--- src/rtl/reset_pkg.sv ---
// reset_pkg: shared state type, cause bit positions and helpers for the reset source block
package reset_pkg;

    typedef enum logic [1:0] {RS_IDLE, RS_ASSERT, RS_HOLD} rs_state_t;

    localparam int CAUSE_POR = 0;
    localparam int CAUSE_PIN = 1;
    localparam int CAUSE_PLL = 2;
    localparam int CAUSE_SW  = 3;

    function automatic logic [7:0] sat_inc(input logic [7:0] v);
        return (v == 8'hff) ? v : v + 8'd1;
    endfunction

endpackage

--- src/rtl/reset_debounce.sv ---
// reset_debounce: 2-flop synchroniser plus stable-count filter on an asynchronous level
//   clk_i    in   clock
//   rst_i    in   asynchronous active-high reset
//   d_i      in   asynchronous input level
//   clr_i    in   forces the accepted level back to RESET_LEVEL and clears the counter
//   sync_o   out  synchronised input level
//   level_o  out  accepted level; follows sync_o only after STABLE_CYCLES consecutive disagreeing cycles
module reset_debounce #(
    parameter logic [31:0] STABLE_CYCLES = 32'd8,
    parameter logic        RESET_LEVEL   = 1'b1
) (
    input  logic clk_i,
    input  logic rst_i,
    input  logic d_i,
    input  logic clr_i,
    output logic sync_o,
    output logic level_o
);

    logic [1:0]  sync_q;
    logic        level_q, level_d;
    logic [31:0] cnt_q, cnt_d;

    always_comb begin
        level_d = level_q;
        cnt_d   = '0;
        if (clr_i)
            level_d = RESET_LEVEL;
        else if (sync_q[1] != level_q) begin
            // a single agreeing cycle restarts the count from zero
            if (cnt_q == STABLE_CYCLES - 32'd1)
                level_d = sync_q[1];
            else
                cnt_d = cnt_q + 32'd1;
        end
    end

    always_ff @(posedge clk_i or posedge rst_i) begin
        if (rst_i) begin
            sync_q  <= {2{RESET_LEVEL}};
            level_q <= RESET_LEVEL;
            cnt_q   <= '0;
        end else begin
            sync_q  <= {sync_q[0], d_i};
            level_q <= level_d;
            cnt_q   <= cnt_d;
        end
    end

    assign sync_o  = sync_q[1];
    assign level_o = level_q;

endmodule

--- src/rtl/reset_source.sv ---
// reset_source: collects pin, PLL loss-of-lock and software reboot sources into a minimum-width reset_req
//   clock_160    in   system clock
//   async_res    in   power-on reset, asynchronous, active-high
//   inp_resn     in   external RESn pin, asynchronous, active-low
//   pll_en       in   PLL selected as clock source
//   pll_locked   in   PLL lock indicator, asynchronous
//   sw_reboot    in   single-cycle reboot request
//   reset_req    out  registered reset request for the reset filter stage
//   cause        out  sticky {SW,PLL,PIN,POR} bits of the latest reset event
//   reset_count  out  completed reset events since power-on, saturating
module reset_source
    import reset_pkg::*;
#(
    parameter logic [31:0] DEBOUNCE_CYCLES    = 32'd160_000,
    parameter logic [31:0] LOCK_FILTER_CYCLES = 32'd16_000,
    parameter logic [31:0] PULSE_CYCLES       = 32'd1_600
) (
    input  logic       clock_160,
    input  logic       async_res,
    input  logic       inp_resn,
    input  logic       pll_en,
    input  logic       pll_locked,
    input  logic       sw_reboot,
    output logic       reset_req,
    output logic [3:0] cause,
    output logic [7:0] reset_count
);

    logic        pin_level, pin_sync_unused;
    logic        lock_sync, lock_ok;
    logic        pin_req, pll_event;
    logic [3:0]  src;
    rs_state_t   state_q;
    logic [31:0] cnt_q;
    logic [3:0]  cause_q;
    logic [7:0]  count_q;
    logic        req_q;

    reset_debounce #(.STABLE_CYCLES(DEBOUNCE_CYCLES), .RESET_LEVEL(1'b1)) u_pin (
        .clk_i   (clock_160),
        .rst_i   (async_res),
        .d_i     (inp_resn),
        .clr_i   (1'b0),
        .sync_o  (pin_sync_unused),
        .level_o (pin_level)
    );

    // lock_ok drops at once when lock is lost or the PLL is deselected; only the rise is filtered
    reset_debounce #(.STABLE_CYCLES(LOCK_FILTER_CYCLES), .RESET_LEVEL(1'b0)) u_lock (
        .clk_i   (clock_160),
        .rst_i   (async_res),
        .d_i     (pll_locked),
        .clr_i   (~pll_en | ~lock_sync),
        .sync_o  (lock_sync),
        .level_o (lock_ok)
    );

    assign pin_req   = ~pin_level;
    assign pll_event = lock_ok & pll_en & ~lock_sync;

    always_comb begin
        src            = '0;
        src[CAUSE_PIN] = pin_req;
        src[CAUSE_PLL] = pll_event;
        src[CAUSE_SW]  = sw_reboot;
    end

    // reset_req is registered from the next state so it rises on the edge that enters ASSERT
    always_ff @(posedge clock_160 or posedge async_res) begin
        if (async_res) begin
            state_q            <= RS_ASSERT;
            cnt_q              <= PULSE_CYCLES - 32'd1;
            cause_q            <= '0;
            cause_q[CAUSE_POR] <= 1'b1;
            count_q            <= '0;
            req_q              <= 1'b1;
        end else begin
            case (state_q)
                RS_IDLE: if (|src) begin
                    state_q <= RS_ASSERT;
                    cause_q <= src;
                    cnt_q   <= PULSE_CYCLES - 32'd1;
                    count_q <= sat_inc(count_q);
                    req_q   <= 1'b1;
                end
                RS_ASSERT: begin
                    cause_q <= cause_q | src;
                    if (cnt_q == '0)
                        state_q <= RS_HOLD;
                    else
                        cnt_q <= cnt_q - 32'd1;
                end
                RS_HOLD: if (!pin_req) begin
                    state_q <= RS_IDLE;
                    req_q   <= 1'b0;
                end
                default: begin
                    state_q <= RS_IDLE;
                    req_q   <= 1'b0;
                end
            endcase
        end
    end

    assign reset_req   = req_q;
    assign cause       = cause_q;
    assign reset_count = count_q;

endmodule

--- config.mk ---
export PLATFORM = sky130hd
export DESIGN_NAME = reset_source
export DESIGN_NICKNAME = d
export VERILOG_FILES = /design/src/rtl/reset_pkg.sv /design/src/rtl/reset_debounce.sv /design/src/rtl/reset_source.sv
export SDC_FILE = /design/constraint.sdc
export NUM_CORES = 1
export LEC_CHECK = 0
export ABC_AREA = 1
export CAP_MARGIN = 10
export CELL_PAD_IN_SITES_DETAIL_PLACEMENT = 0
export CELL_PAD_IN_SITES_GLOBAL_PLACEMENT = 1
export CORE_AREA = 2 2 122 124
export CTS_CLUSTER_SIZE = 28
export DETAILED_ROUTE_END_ITERATION = 6
export DIE_AREA = 0 0 124 126
export MAX_ROUTING_LAYER = met4
export PLACE_DENSITY = 0.88
export SLEW_MARGIN = 20
export SYNTH_ARGS = -nofsm -noshare
export SYNTH_HDL_FRONTEND = slang
export SYNTH_SLANG_ARGS = --single-unit
--- constraint.sdc ---
create_clock -name clock_160 -period 8.7 [get_ports clock_160]
set_input_delay 1.74 -clock clock_160 [delete_from_list [all_inputs] [get_ports clock_160]]
set_output_delay 1.74 -clock clock_160 [all_outputs]
set_load 0.01 [all_outputs]
---- After elaboration in Yosys (flattened, before gate mapping) ----
Index checks and enable logic that the tools add are counted.
storage, ports and cells
  input port bits ......................... 6
  bits in registers ....................... 117
operators by class
  multiplexer cells ....................... 20
  reductions and logical operators ........ 13
  $add $sub $neg .......................... 4
  eq/ne operators ......................... 11
  bitwise gates (word level) .............. 9
operators with widths
  kind                                                                      number
  32-bit two-way mux                                                        7
  32-bit by 1-bit adder with 32-bit output (second input constant)          2
  32-bit one-hot mux with 2 select lines                                    1
  32-bit by 14-bit equality test with 1-bit output (second input constant)  1
  32-bit by 18-bit equality test with 1-bit output (second input constant)  1
  32-bit zero test                                                          1
  32-bit by 1-bit subtractor with 32-bit output (second input constant)     1
  3-bit AND reduction                                                       4
  8-bit by 1-bit adder with 8-bit output (second input constant)            1
  8-bit equality test (second input constant)                               1
  4-bit one-hot mux with 2 select lines                                     1
  2-bit two-way mux                                                         3
  2-bit != test (second input constant)                                     3
  2-bit one-hot mux with 3 select lines                                     1
  2-bit AND reduction                                                       3
  2-bit nonzero test                                                        3
  1-bit two-way mux                                                         5
  1-bit NOT                                                                 5
  4-bit two-way mux                                                         1
  4-bit bitwise OR                                                          1
  1-bit one-hot mux with 3 select lines                                     1
  3-bit OR reduction                                                        1
  1-bit bitwise AND                                                         2
  2-bit by 1-bit equality test with 1-bit output (second input constant)    1
  5 further kinds                                                           6

---- Logic depth before layout (Yosys ltp) ----
  depth after elaboration ................. 5
  depth in mapped cells ................... 11
  gate-level depth less buffers ........... 10

---- By module ----
Synthesis repeated with hierarchy kept, for this count alone.
unflattened totals
  cells, all modules ...................... 1,011
  area, all modules ....................... 7,159.4 µm²
modules (own cells, without submodules)
  module                    cells an instance  area an instance (µm²)  times used
  reset_source              408                2,912.8                 1
  reset_debounce at u_pin   303                2,137.0                 1
  reset_debounce at u_lock  300                2,109.5                 1

---- Least setup slack after synthesis ----
OpenSTA, ideal clock, no wires.
  path type ............................... input port to flip-flop
  from .................................... in pll_en
  to ...................................... reg cnt_q[20]
  setup slack ............................. 5.953 ns
  arrival time ............................ 2.621 ns
  setup time .............................. 0.126 ns
  cell stages on the path ................. 6
  cells stage by stage .................... nand3_1 a31oi_1 nor2_8 buf_6 nand2_1 o21ai_0
on the way
  word-level cells in the longest chain between the ends .. 5
ends and longest elaborated chain
  item                                  RTL line            RTL
  start, declared                       reset_source.sv:21  input logic pll_en,
  1-bit bitwise AND (2 in a row)        reset_source.sv:59  assign pll_event = lock_ok & pll_en & ~lock_sync;
  3-bit OR reduction                    reset_source.sv:79  RS_IDLE: if (|src) begin
  2-bit != test (no source line)        -
  3-bit AND reduction (no source line)  -
  end signal, assigned                  reset_source.sv:72  cnt_q <= PULSE_CYCLES - 32'd1;
  end signal, assigned                  reset_source.sv:82  cnt_q <= PULSE_CYCLES - 32'd1;
  end signal, assigned                  reset_source.sv:91  cnt_q <= cnt_q - 32'd1;
  end, declared                         reset_source.sv:34  logic [31:0] cnt_q;
Every way passes these cells.
A chain may end at the register's enable or synchronous reset.

---- Worst setup path after layout ----
  from .................................... in pll_en
  to ...................................... reg count_q[6] (netlist: reset_count[6])
on the way
  word-level cells in the longest chain between the ends .. 4
ends and longest elaborated chain
  item                                  RTL line            RTL
  1-bit bitwise AND (2 in a row)        reset_source.sv:59
  3-bit OR reduction                    reset_source.sv:79
  3-bit AND reduction (no source line)  -
  end signal, assigned                  reset_source.sv:83  count_q <= sat_inc(count_q);
  end, declared                         reset_source.sv:36  logic [7:0] count_q;
Every way passes these cells.

==> flow_metrics.py <==
metrics = {
    "run_status": {
        "status": "completed",
    },
    "timing": {
        "rsz0062_at_grt": "no",
        "slew_headroom_pct": 39.39,
        "post-route-period-util_pct": 38.54,
        "slew_violations": 0,
        "finalSetupViolations": 0,
        "hold_violations": 0,
        "period_needed_ns": 3.353,
        "tns_ns": 0,
        "clock_skew_ns": 0.007709,
        "holdWs_ns": 0.3650,
        "fmax_mhz": 298.3,
        "worstMarginPinSlew_ns": 0.9091,
    },
    "clock_network": {
        "cts.path.max_buffers": 2,
        "ctsHoldBuffers": 0,
        "cts_setup_buffers": 0,
        "worstSkewPairLatency_ns": 0.43,
        "cts_resized": 0,
        "clock_sinks": 117,
        "cts_made_buffers": 17,
        "path_clk_slew_ns": 0.06,
        "ctsRootBufferMaster": "clkbuf_16",
        "h-tree-depth": 4,
        "cts_tree": "yes",
    },
    "route": {
        "wl_per_cell_um": 14.19,
        "drt_iter0_drc": 568,
        "dr.pass1.iters": 5,
        "drc": 0,
        "drt-total-wl_um": 16820,
        "antenna_left": 0,
        "routed_via_density": 5.057,
        "vias": 5998,
    },
    "yosys": {
        "yosysWarnings": 0,
        "yosys_register_bits": 117,
        "ys_seq_area_share_pct": 42.75,
        "syn_nets": 975,
        "async_flop_share_pct": 100.0,
        "ys_types": 35,
        "synth_top_area_share_pct": 37.41,
        "synth_area_per_cell_sq_um": 7.140,
        "synthCells": 965,
        "synth-edff-count": 0,
        "syn_area_sq_um": 6890,
        "synth_top_cell_by_area": "dfrtp_1",
        "dominantRegCellSynth": "dfrtp_1",
        "ys_top_cells_by_area": "dfrtp_1, nand2_1, nor2_1",
    },
    "placement": {
        "hpwlAfterDp_um": 12250,
        "io_buffers": 18,
        "gp_congestion": 0.9312,
    },
    "worst_setup_path": {
        "path_cells": "clkdlybuf4s50_1 -> nand3_1 -> nand3_1 -> nand3_1 -> nor2_4 -> inv_1 -> nor2_1 -> xor2_1",
        "crit_path_top_delay_cell": "clkdlybuf4s50_1",
        "crit_buf_inv": 2,
        "crit_required_ns": 9.05,
        "critPathLaunchType": "primary input",
        "endpoint_kind": "flip-flop",
        "worst-path-max-fanout": 11,
        "path_delay_family": "simple AND/OR/NAND/NOR gates",
        "cp.arrival_ns": 3.71,
        "critPathMaxStageDelay_ns": 0.53,
        "crit_start": "pll_en",
        "crit_type": "primary input to flip-flop",
        "cp_common_cell": "nand3_1",
        "r2r_start": "state_q[0]$_DFFE_PP1P_",
    },
    "finish": {
        "final_cell_mix": "nand2_1, nor2_1, inv_1",
        "syn_to_final_growth_pct": 13.69,
        "fin_nets": 999,
        "diodes": 0,
        "mostFrequentLayoutCell": "nand2_1",
        "drive_gt1_share_pct": 6.786,
    },
    "floorplanning": {
        "pin_count": 19,
        "start_util_pct": 48.14,
        "core_sq_um": 14310,
        "die_width_um": 124,
        "die_area_sq_um": 15620,
        "die_h_um": 126,
        "num_rows": 44,
    },
    "worst_hold_path": {
        "hp-start": "u_pin.sync_q[0]$_DFF_PP1_",
        "hold_class": "flip-flop to flip-flop",
    },
    "power": {
        "p_leak_nw": 3.384,
        "powerDensity_nw_per_um2": 165.7,
        "ir_worst_vdd_mv": 0.1687,
    },
    "global_route": {
        "grt_max_degree": 73,
        "overflow": 0,
        "grt_pass1_vias": 5735,
        "antenna_found_initial": 0,
        "grt_pass1_wl_um": 28610,
        "grt_use_total_pct": 24.38,
    },
    "job": {
        "drv_cap": 0,
    },
}
routing by layer:
layer | vias up | GRT usage [%] | part of all wire [%]
li1 | 3080 | - | -
met1 | 2756 | 34.84 | 50
met2 | 136 | 34.62 | 44
met3 | 26 | 4.937 | 4.7
met4 | 0 | 8.063 | 1.6
met5 | - | - | 0
report_power, final:
part | internal (W) | total, W | leakage (nW) | switching (W)
Combinational | 0.00000457 | 0.0000233 | 1.60 | 0.0000187
Sequential | 0.000548 | 0.000550 | 1.49 | 0.00000185
Clock | 0.000478 | 0.000725 | 0.299 | 0.000247
synthesized netlist by cell type, types with 2 or more instances:
| library cell | n |
|---|---|
| o21ai_2 | 7 |
| xnor2_1 | 16 |
| dfrtp_1 | 103 |
| nor3_1 | 37 |
| nand2_1 | 254 |
| nand4_1 | 23 |
| nor2_2 | 2 |
| o21ai_1 | 7 |
| clkbuf_1 | 6 |
| o21bai_1 | 7 |
| o21ai_0 | 17 |
| nor2_4 | 6 |
| nor2_1 | 208 |
| buf_6 | 3 |
| and3_1 | 2 |
| xor2_1 | 38 |
| ha_1 | 4 |
| nand2_2 | 3 |
| inv_1 | 109 |
| a21oi_1 | 6 |
| nand3_1 | 78 |
| dfstp_2 | 14 |
| buf_2 | 3 |
worst paths after layout:
path	slack [ns]	cells after the start	endpoint
worst max-delay path	5.35	8	reset_count[6]$_DFFE_PP0P_
worst max register to register	6.29	7	cnt_q[18]$_DFFE_PP0P_
max in group asynchronous	5.64	3	u_lock.cnt_q[9]$_DFF_PP0_
worst min register to register	0.36	0	u_pin.sync_q[1]$_DFF_PP1_
worst min-delay path	0.36	0	u_pin.sync_q[1]$_DFF_PP1_
min in group asynchronous	1.74	2	reset_count[2]$_DFFE_PP0P_
cell families after synthesis:
logic type	count (synthesis)	share of synthesized area, %
simple gates	618	38.01
buf+inv	124	7.299
flops	117	42.75
xor+xnor	54	6.864
compound gates	48	4.358
fa+ha+maj	4	0.7264
flip-flops by register name (all words and copies together), names as in the netlist:
signal,cells
cause,4
cnt_q,32
reset_count,8
reset_req,1
state_q,2
u_lock.cnt_q,32
u_lock.level_o,1
u_lock.sync_q,2
u_pin.cnt_q,32
u_pin.level_o,1
u_pin.sync_q,2
stage by stage:
| stage | worst slack (ns) | power, W | util (%) | std cells | area [sq um] |
|---|---|---|---|---|---|
| 2_1_floorplan | 3.882 | 0.0005743 | - | 965 | 6890 |
| 3_5_place_dp | 4.907 | 0.0005835 | 50.45 | 1154 | 7221 |
| 4_1_cts | 5.349 | 0.001310 | 54.73 | 1186 | 7834 |
| 6_report | 5.347 | 0.001298 | 54.73 | 1186 | 7834 |
| 3_3_place_gp | 4.960 | 0.0005828 | 50.45 | 1154 | 7221 |
| 5_1_grt | 5.212 | 0.001340 | 54.73 | 1186 | 7834 |
final cells by class:
class	count	area [sq um]
Fill cell	1431	6480
Multi-Input combinational cell	724	3442
Sequential cell	117	2945
Clock buffer	23	488.0
Inverter	110	415.4
Tap cell	184	230.2
Timing Repair Buffer	19	187.7
Clock inverter	9	125.1
Power figures use the tool's default switching activity.
